### src/rtl/lif_pkg.sv
// Shared FSM state encoding and saturating clamp for the LIF sweep controller.
// Imported by lif_sweep_ctrl and lif_neuron_update.
package lif_pkg;

    typedef enum logic [1:0] {
        LIF_IDLE,
        LIF_READ,
        LIF_UPDATE,
        LIF_DONE
    } lif_state_e;

    localparam int LIF_MAXW = 64;

    typedef logic signed [LIF_MAXW-1:0] lif_wide_t;

    // Clamp x to the signed range of a w-bit word (w <= LIF_MAXW).
    function automatic lif_wide_t lif_sat(input lif_wide_t x, input int unsigned w);
        lif_wide_t hi;
        lif_wide_t lo;
        hi = (lif_wide_t'(1) <<< (w - 1)) - lif_wide_t'(1);
        lo = -hi - lif_wide_t'(1);
        if (x > hi) return hi;
        if (x < lo) return lo;
        return x;
    endfunction

endpackage

### src/rtl/lif_neuron_update.sv
// Combinational leak / integrate / saturate / threshold datapath for one neuron.
module lif_neuron_update
    import lif_pkg::*;
#(
    parameter int WIDTH      = 32,
    parameter int LEAK_SHIFT = 4,
    parameter int THRESHOLD  = 1000
) (
    input  logic [WIDTH-1:0] v_i,
    input  logic [WIDTH-1:0] in_current_i,
    output logic [WIDTH-1:0] v_next_o,
    output logic             fire_o
);

    localparam int SW = WIDTH + 2;
    localparam logic signed [WIDTH-1:0] THR = WIDTH'(THRESHOLD);

    logic signed [WIDTH-1:0] v_s;
    logic signed [WIDTH-1:0] cur_s;
    logic signed [WIDTH-1:0] leak_s;
    logic signed [SW-1:0]    sum_s;

    assign v_s    = v_i;
    assign cur_s  = in_current_i;
    assign leak_s = v_s >>> LEAK_SHIFT;

    // Two guard bits hold the worst case of v - leak + current exactly.
    assign sum_s = SW'(v_s) - SW'(leak_s) + SW'(cur_s);

    assign v_next_o = WIDTH'(lif_sat(LIF_MAXW'(sum_s), WIDTH));
    assign fire_o   = $signed(v_next_o) >= THR;

endmodule

### src/rtl/lif_sweep_ctrl.sv
// LIF neuron-state sweep sequencer: one read/update pass over the SRAM per tick.
// Define LIF_SWEEP_OVERRUN_EN to build the sticky tick-while-busy overrun flag.
module lif_sweep_ctrl
    import lif_pkg::*;
#(
    parameter int WIDTH      = 32,
    parameter int DEPTH      = 256,
    parameter int LEAK_SHIFT = 4,
    parameter int THRESHOLD  = 1000,
    parameter int V_RESET    = 0,
    localparam int AW        = $clog2(DEPTH)
) (
    input  logic             clk,
    input  logic             reset,
    input  logic             tick,
    input  logic [WIDTH-1:0] in_current,
    input  logic [WIDTH-1:0] sram_rdata,
    output logic             sram_we,
    output logic [AW-1:0]    sram_addr,
    output logic [WIDTH-1:0] sram_wdata,
    output logic             busy,
    output logic             done,
    output logic             spike_valid,
    output logic [AW-1:0]    spike_addr,
    output logic             overrun
);

    localparam logic [AW-1:0]    LAST = AW'(DEPTH - 1);
    localparam logic [WIDTH-1:0] VRST = WIDTH'(V_RESET);

    lif_state_e       state_q, state_d;
    logic [AW-1:0]    idx_q, idx_d;
    logic [WIDTH-1:0] v_next;
    logic             fire;

    lif_neuron_update #(
        .WIDTH      (WIDTH),
        .LEAK_SHIFT (LEAK_SHIFT),
        .THRESHOLD  (THRESHOLD)
    ) u_update (
        .v_i          (sram_rdata),
        .in_current_i (in_current),
        .v_next_o     (v_next),
        .fire_o       (fire)
    );

    always_ff @(posedge clk or posedge reset) begin
        if (reset) begin
            state_q <= LIF_IDLE;
            idx_q   <= '0;
        end else begin
            state_q <= state_d;
            idx_q   <= idx_d;
        end
    end

    // Outputs decode from state/idx only, so tick never reaches the SRAM port.
    always_comb begin
        state_d     = state_q;
        idx_d       = idx_q;
        busy        = 1'b0;
        done        = 1'b0;
        sram_we     = 1'b0;
        sram_addr   = '0;
        sram_wdata  = '0;
        spike_valid = 1'b0;
        spike_addr  = '0;
        unique case (state_q)
            LIF_IDLE: begin
                idx_d = '0;
                if (tick) state_d = LIF_READ;
            end
            LIF_READ: begin
                busy      = 1'b1;
                sram_addr = idx_q;
                state_d   = LIF_UPDATE;
            end
            LIF_UPDATE: begin
                busy        = 1'b1;
                sram_we     = 1'b1;
                sram_addr   = idx_q;
                sram_wdata  = fire ? VRST : v_next;
                spike_valid = fire;
                spike_addr  = fire ? idx_q : '0;
                if (idx_q == LAST) begin
                    state_d = LIF_DONE;
                end else begin
                    idx_d   = idx_q + AW'(1);
                    state_d = LIF_READ;
                end
            end
            LIF_DONE: begin
                done    = 1'b1;
                state_d = LIF_IDLE;
            end
            default: state_d = LIF_IDLE;
        endcase
    end

`ifdef LIF_SWEEP_OVERRUN_EN
    logic ovr_q, ovr_d;

    assign ovr_d = ovr_q | (tick & (state_q != LIF_IDLE));

    always_ff @(posedge clk or posedge reset) begin
        if (reset) ovr_q <= 1'b0;
        else       ovr_q <= ovr_d;
    end

    assign overrun = ovr_q;
`else
    assign overrun = 1'b0;
`endif

endmodule

### config.mk
export PLATFORM = sky130hd
export DESIGN_NAME = lif_sweep_ctrl
export DESIGN_NICKNAME = d
export VERILOG_FILES = /design/src/rtl/lif_pkg.sv /design/src/rtl/lif_neuron_update.sv /design/src/rtl/lif_sweep_ctrl.sv
export SDC_FILE = /design/constraint.sdc
export NUM_CORES = 1
export LEC_CHECK = 0
export CAP_MARGIN = 10
export CORE_AREA = 4 4 85 106
export CTS_BUF_LIST = sky130_fd_sc_hd__clkbuf_4 sky130_fd_sc_hd__clkbuf_8 sky130_fd_sc_hd__clkbuf_16
export DETAILED_ROUTE_END_ITERATION = 8
export DIE_AREA = 0 0 89 110
export GPL_ROUTABILITY_DRIVEN = 0
export GPL_TIMING_DRIVEN = 0
export PLACE_DENSITY_LB_ADDON = 0.25
export RECOVER_POWER = 25
export REMOVE_ABC_BUFFERS = 1
export SETUP_SLACK_MARGIN = 0.2
export SYNTH_ARGS = -nofsm -noshare
export SYNTH_HDL_FRONTEND = slang
export SYNTH_HIERARCHICAL = 1
export SYNTH_SLANG_ARGS = --single-unit
### constraint.sdc
create_clock -name clk -period 9.22 [get_ports clk]
set_input_delay 1.383 -clock clk [delete_from_list [all_inputs] [get_ports clk]]
set_output_delay 1.383 -clock clk [all_outputs]
set_load 0.01 [all_outputs]
==> results_dict.tcl <==
set metrics [dict create \
    drv_cap 0 \
    worstSetupPathType "input port to output pin" \
    avgRoutedWirePerCell_um 14.6 \
    worstHoldStart "state_q[1]" \
    critPathArrivalTime_ns 7.05 \
    slew_viol_final 0 \
    syn_area_um2 4220 \
    worstReg2RegStart "state_q[0]" \
    worstPathRequired_ns 7.84 \
    antenna_found_initial 0 \
    worst_hold_slack_ns 0.543 \
    synth_ff_type "dfrtp_1" \
    intPower_w 0.000422 \
    initial_utilization_pct 53.6 \
    drt_wl_total_mm 11.6 \
    max-vdd-ir-drop_v 0.000133 \
    tightest_slew_ns 0.771 \
    critPathMaxFanout 22 \
    reg2reg_to "idx_q[0]" \
    core-area_um2 7880 \
    grt_pass1_wl_mm 19.0 \
    ctsRootBufferMaster "clkbuf_8" \
    via_count 4399 \
    ctsHtreeMaxLevel 1 \
    clkPwrFrac_pct 6.5 \
    synth_seq_cells 10 \
    grt_max_degree 33 \
    viasPerCell 5.53 \
    numPortBuffers 118 \
    synth_edf_count 0 \
    synthXorXnorAreaFrac_pct 4.77 \
    drive_gt1_share_pct 5.43 \
    synth_compound_area_share_pct 24.9 \
    ys_seq_area_share_pct 5.93 \
    final-hold-violation-count 0 \
    syn_area_per_cell_um2 7.12 \
    grt_usage_pct 23.7 \
    clk_path_buf_depth 2 \
    async_flop_share_pct 100 \
    power.density_nw_per_um2 154 \
    final_util_pct 70.3 \
    areaGrowthSynthToFinish_pct 31.1 \
    period_share_pct 91.5 \
    die_h_um 110 \
    synth_top_family_by_area "adder cells" \
    worstHoldPathCells 1 \
    cts_tree "done" \
    synth_cell_type_count 69 \
    power.leakage_nw 2.63 \
    synth.mux.area_fraction_pct 0.948 \
    synthCells 593 \
    relSlewSlack_pct 48.6 \
    finalCriticalPeriod_ns 8.43 \
    cts_hold_buf 0 \
    synth_adder_area_share_pct 25.7 \
    cp-end-kind "output pin" \
    status "finished, final reports clean" \
    die_area_um2 9790 \
    hold_end "state_q[1]" \
    n_fill_cell 663 \
    yosys.area_share.simple_pct 23.5 \
    clock-sinks 10 \
    skew_ns 0.000822 \
    grt_pass1_vias 4246 \
    final_antenna_net_count 0 \
    final_nets 836 \
    r2r_slack_ns 7.09 \
    grt_overflow 0 \
    seq_power_share_pct 7.7 \
    cts.clk_slew.worst_paths_ns 0.05 \
    antennaDiodeCount 0 \
    power_frac_comb_pct 85.9 \
    setup_violations 0 \
    rsz0062_at_grt "no" \
    drt_iter0_drc 236 \
    numCtsBuffers 3 \
    ys_warn_count 6 \
    drt_pre_antenna_iters 5 \
    power_switching_w 0.000430 \
    r2r_cells 5 \
    hold_path_class "register to register" \
    p_sw_share_pct 50.4 \
    start_kind "input port" \
    fmax_ghz 0.119 \
    post-route-drc-count 0 \
    rows 36 \
    pin_count 120 \
    clk_latency_ns 0.23 \
    die_x_um 89 \
    dp_hpwl_mm 9.87 \
]
-- per-stage QoR --
stage / worst slack [ns] / instance area, um^2 / TNS (ns) / instances / power [W]
after floorplan: 1.51 / 4120 / 0 / 574 / 0.000528
after global placement: -0.966 / 5420 / -30.32 / 787 / 0.000752
after detailed placement: 0.159 / 5450 / 0 / 789 / 0.000782
after CTS: 0.332 / 5510 / 0 / 793 / 0.000841
after global routing: 0.456 / 5540 / 0 / 795 / 0.000936
final: 0.787 / 5540 / 0 / 795 / 0.000852
-- flip-flops by register name (all words and copies together) (netlist names) --
signal   cells
idx_q        8
state_q      2
-- worst max-delay path: stages --
cell	delay (ns)
clkdlybuf4s50_1	0.52
inv_1	0.08
fa_1	0.53
inv_1	0.04
ha_1	0.37
a21oi_1	0.18
o21ai_0	0.22
a21oi_4	0.22
a211oi_2	0.14
a2111o_1	0.53
a211oi_4	0.36
buf_8	0.21
nor4b_1	0.08
nor4b_1	0.45
a41oi_2	0.43
nor2b_4	0.37
buf_6	0.20
and2_1	0.15
clkdlybuf4s50_1	0.56
-- how the worst max path moves through the flow --
stage / from / to / slack [ns] / depth (start not counted)
after floorplan: sram_rdata[10] / sram_wdata[0] / 1.51 / 15
after CTS: sram_rdata[10] / sram_wdata[23] / 0.33 / 19
after detailed placement: sram_rdata[10] / sram_wdata[23] / 0.16 / 19
after global placement: sram_rdata[10] / sram_wdata[13] / -0.97 / 17
final: sram_rdata[10] / sram_wdata[23] / 0.79 / 19
after global routing: sram_rdata[10] / sram_wdata[27] / 0.46 / 19
-- cell type report --
cell class | count | area (um^2) | area share [%]
clock buffer | 4 | 55.1 | 0.994
inverter | 132 | 495 | 8.95
multi-input combinational | 432 | 3400 | 61.3
sequential | 10 | 250 | 4.52
tap | 95 | 119 | 2.15
timing repair buffer | 122 | 1220 | 22.1
-- cells by family after synthesis --
| logic type | count (synthesis) |
|---|---|
| simple gates | 178 |
| compound gates | 158 |
| buf+inv | 151 |
| fa+ha+maj | 68 |
| xor+xnor | 23 |
| flops | 10 |
| mux | 4 |
| other cells | 1 |
-- layer usage --
| layer | up-vias | track usage, % | part of all wire [%] |
|---|---|---|---|
| li1 | 2202 | - | - |
| met1 | 2028 | 27.8 | 39 |
| met2 | 151 | 45.8 | 53 |
| met3 | 18 | 2.60 | 6.2 |
| met4 | 0 | 4.15 | 1.8 |
| met5 | - | 0 | 0 |
-- synthesized netlist by cell type, types with 3 or more instances --
| cell | n | area, um^2 |
|---|---|---|
| nand4_1 | 8 | 50.1 |
| xor2_1 | 15 | 131 |
| nand2b_1 | 10 | 62.6 |
| nand3_1 | 12 | 60.1 |
| a21oi_1 | 41 | 205 |
| a21boi_0 | 4 | 30.0 |
| a31oi_1 | 8 | 50.1 |
| nor3_1 | 9 | 45.0 |
| inv_1 | 132 | 495 |
| buf_2 | 4 | 20.0 |
| nor4_1 | 3 | 18.8 |
| ha_1 | 37 | 463 |
| o21bai_1 | 5 | 37.5 |
| o211ai_1 | 7 | 52.6 |
| or3_1 | 7 | 43.8 |
| clkbuf_1 | 10 | 37.5 |
| xnor2_1 | 8 | 70.1 |
| a211oi_1 | 5 | 37.5 |
| fa_1 | 31 | 621 |
| o21ai_2 | 10 | 87.6 |
| and3_1 | 11 | 68.8 |
| nand2_1 | 31 | 116 |
| nor2b_1 | 5 | 31.3 |
| a41oi_1 | 3 | 26.3 |
| buf_6 | 3 | 33.8 |
| dfrtp_1 | 10 | 250 |
| mux2i_1 | 4 | 40.0 |
| and2_1 | 44 | 275 |
| o21ai_0 | 38 | 190 |
| a21o_1 | 5 | 37.5 |
| nor2_1 | 21 | 78.8 |
-- power by group through the flow --
stage / registers, W / logic [W] / clock network, W
global route: 0.0000679 / 0.000809 / 0.0000587
detailed placement: 0.0000662 / 0.000716 / 0
global placement: 0.0000650 / 0.000687 / 0
floorplan: 0.0000626 / 0.000465 / 0
finish: 0.0000655 / 0.000732 / 0.0000550
CTS: 0.0000656 / 0.000720 / 0.0000552
-- cells in the final DEF, fill, tap and decap left out, drive strengths merged, types with 12 or more instances in the layout --
cell type	n
o21ai	50
inv	132
fa	31
nor2	21
ha	37
a21oi	42
nand2	33
clkdlybuf4s50	116
xor2	15
and2	46
and3	13
nand3	12
-- repair_timing --
| action | 4_1_cts | 5_1_grt |
|---|---|---|
| setup buffers | 0 | 2 |
| endpoints found under the setup margin | 22 | 32 |
| resized for setup | 1 | 2 |
| pin swaps | 0 | 1 |
No activity file was read; power rests on OpenSTA's default activity.
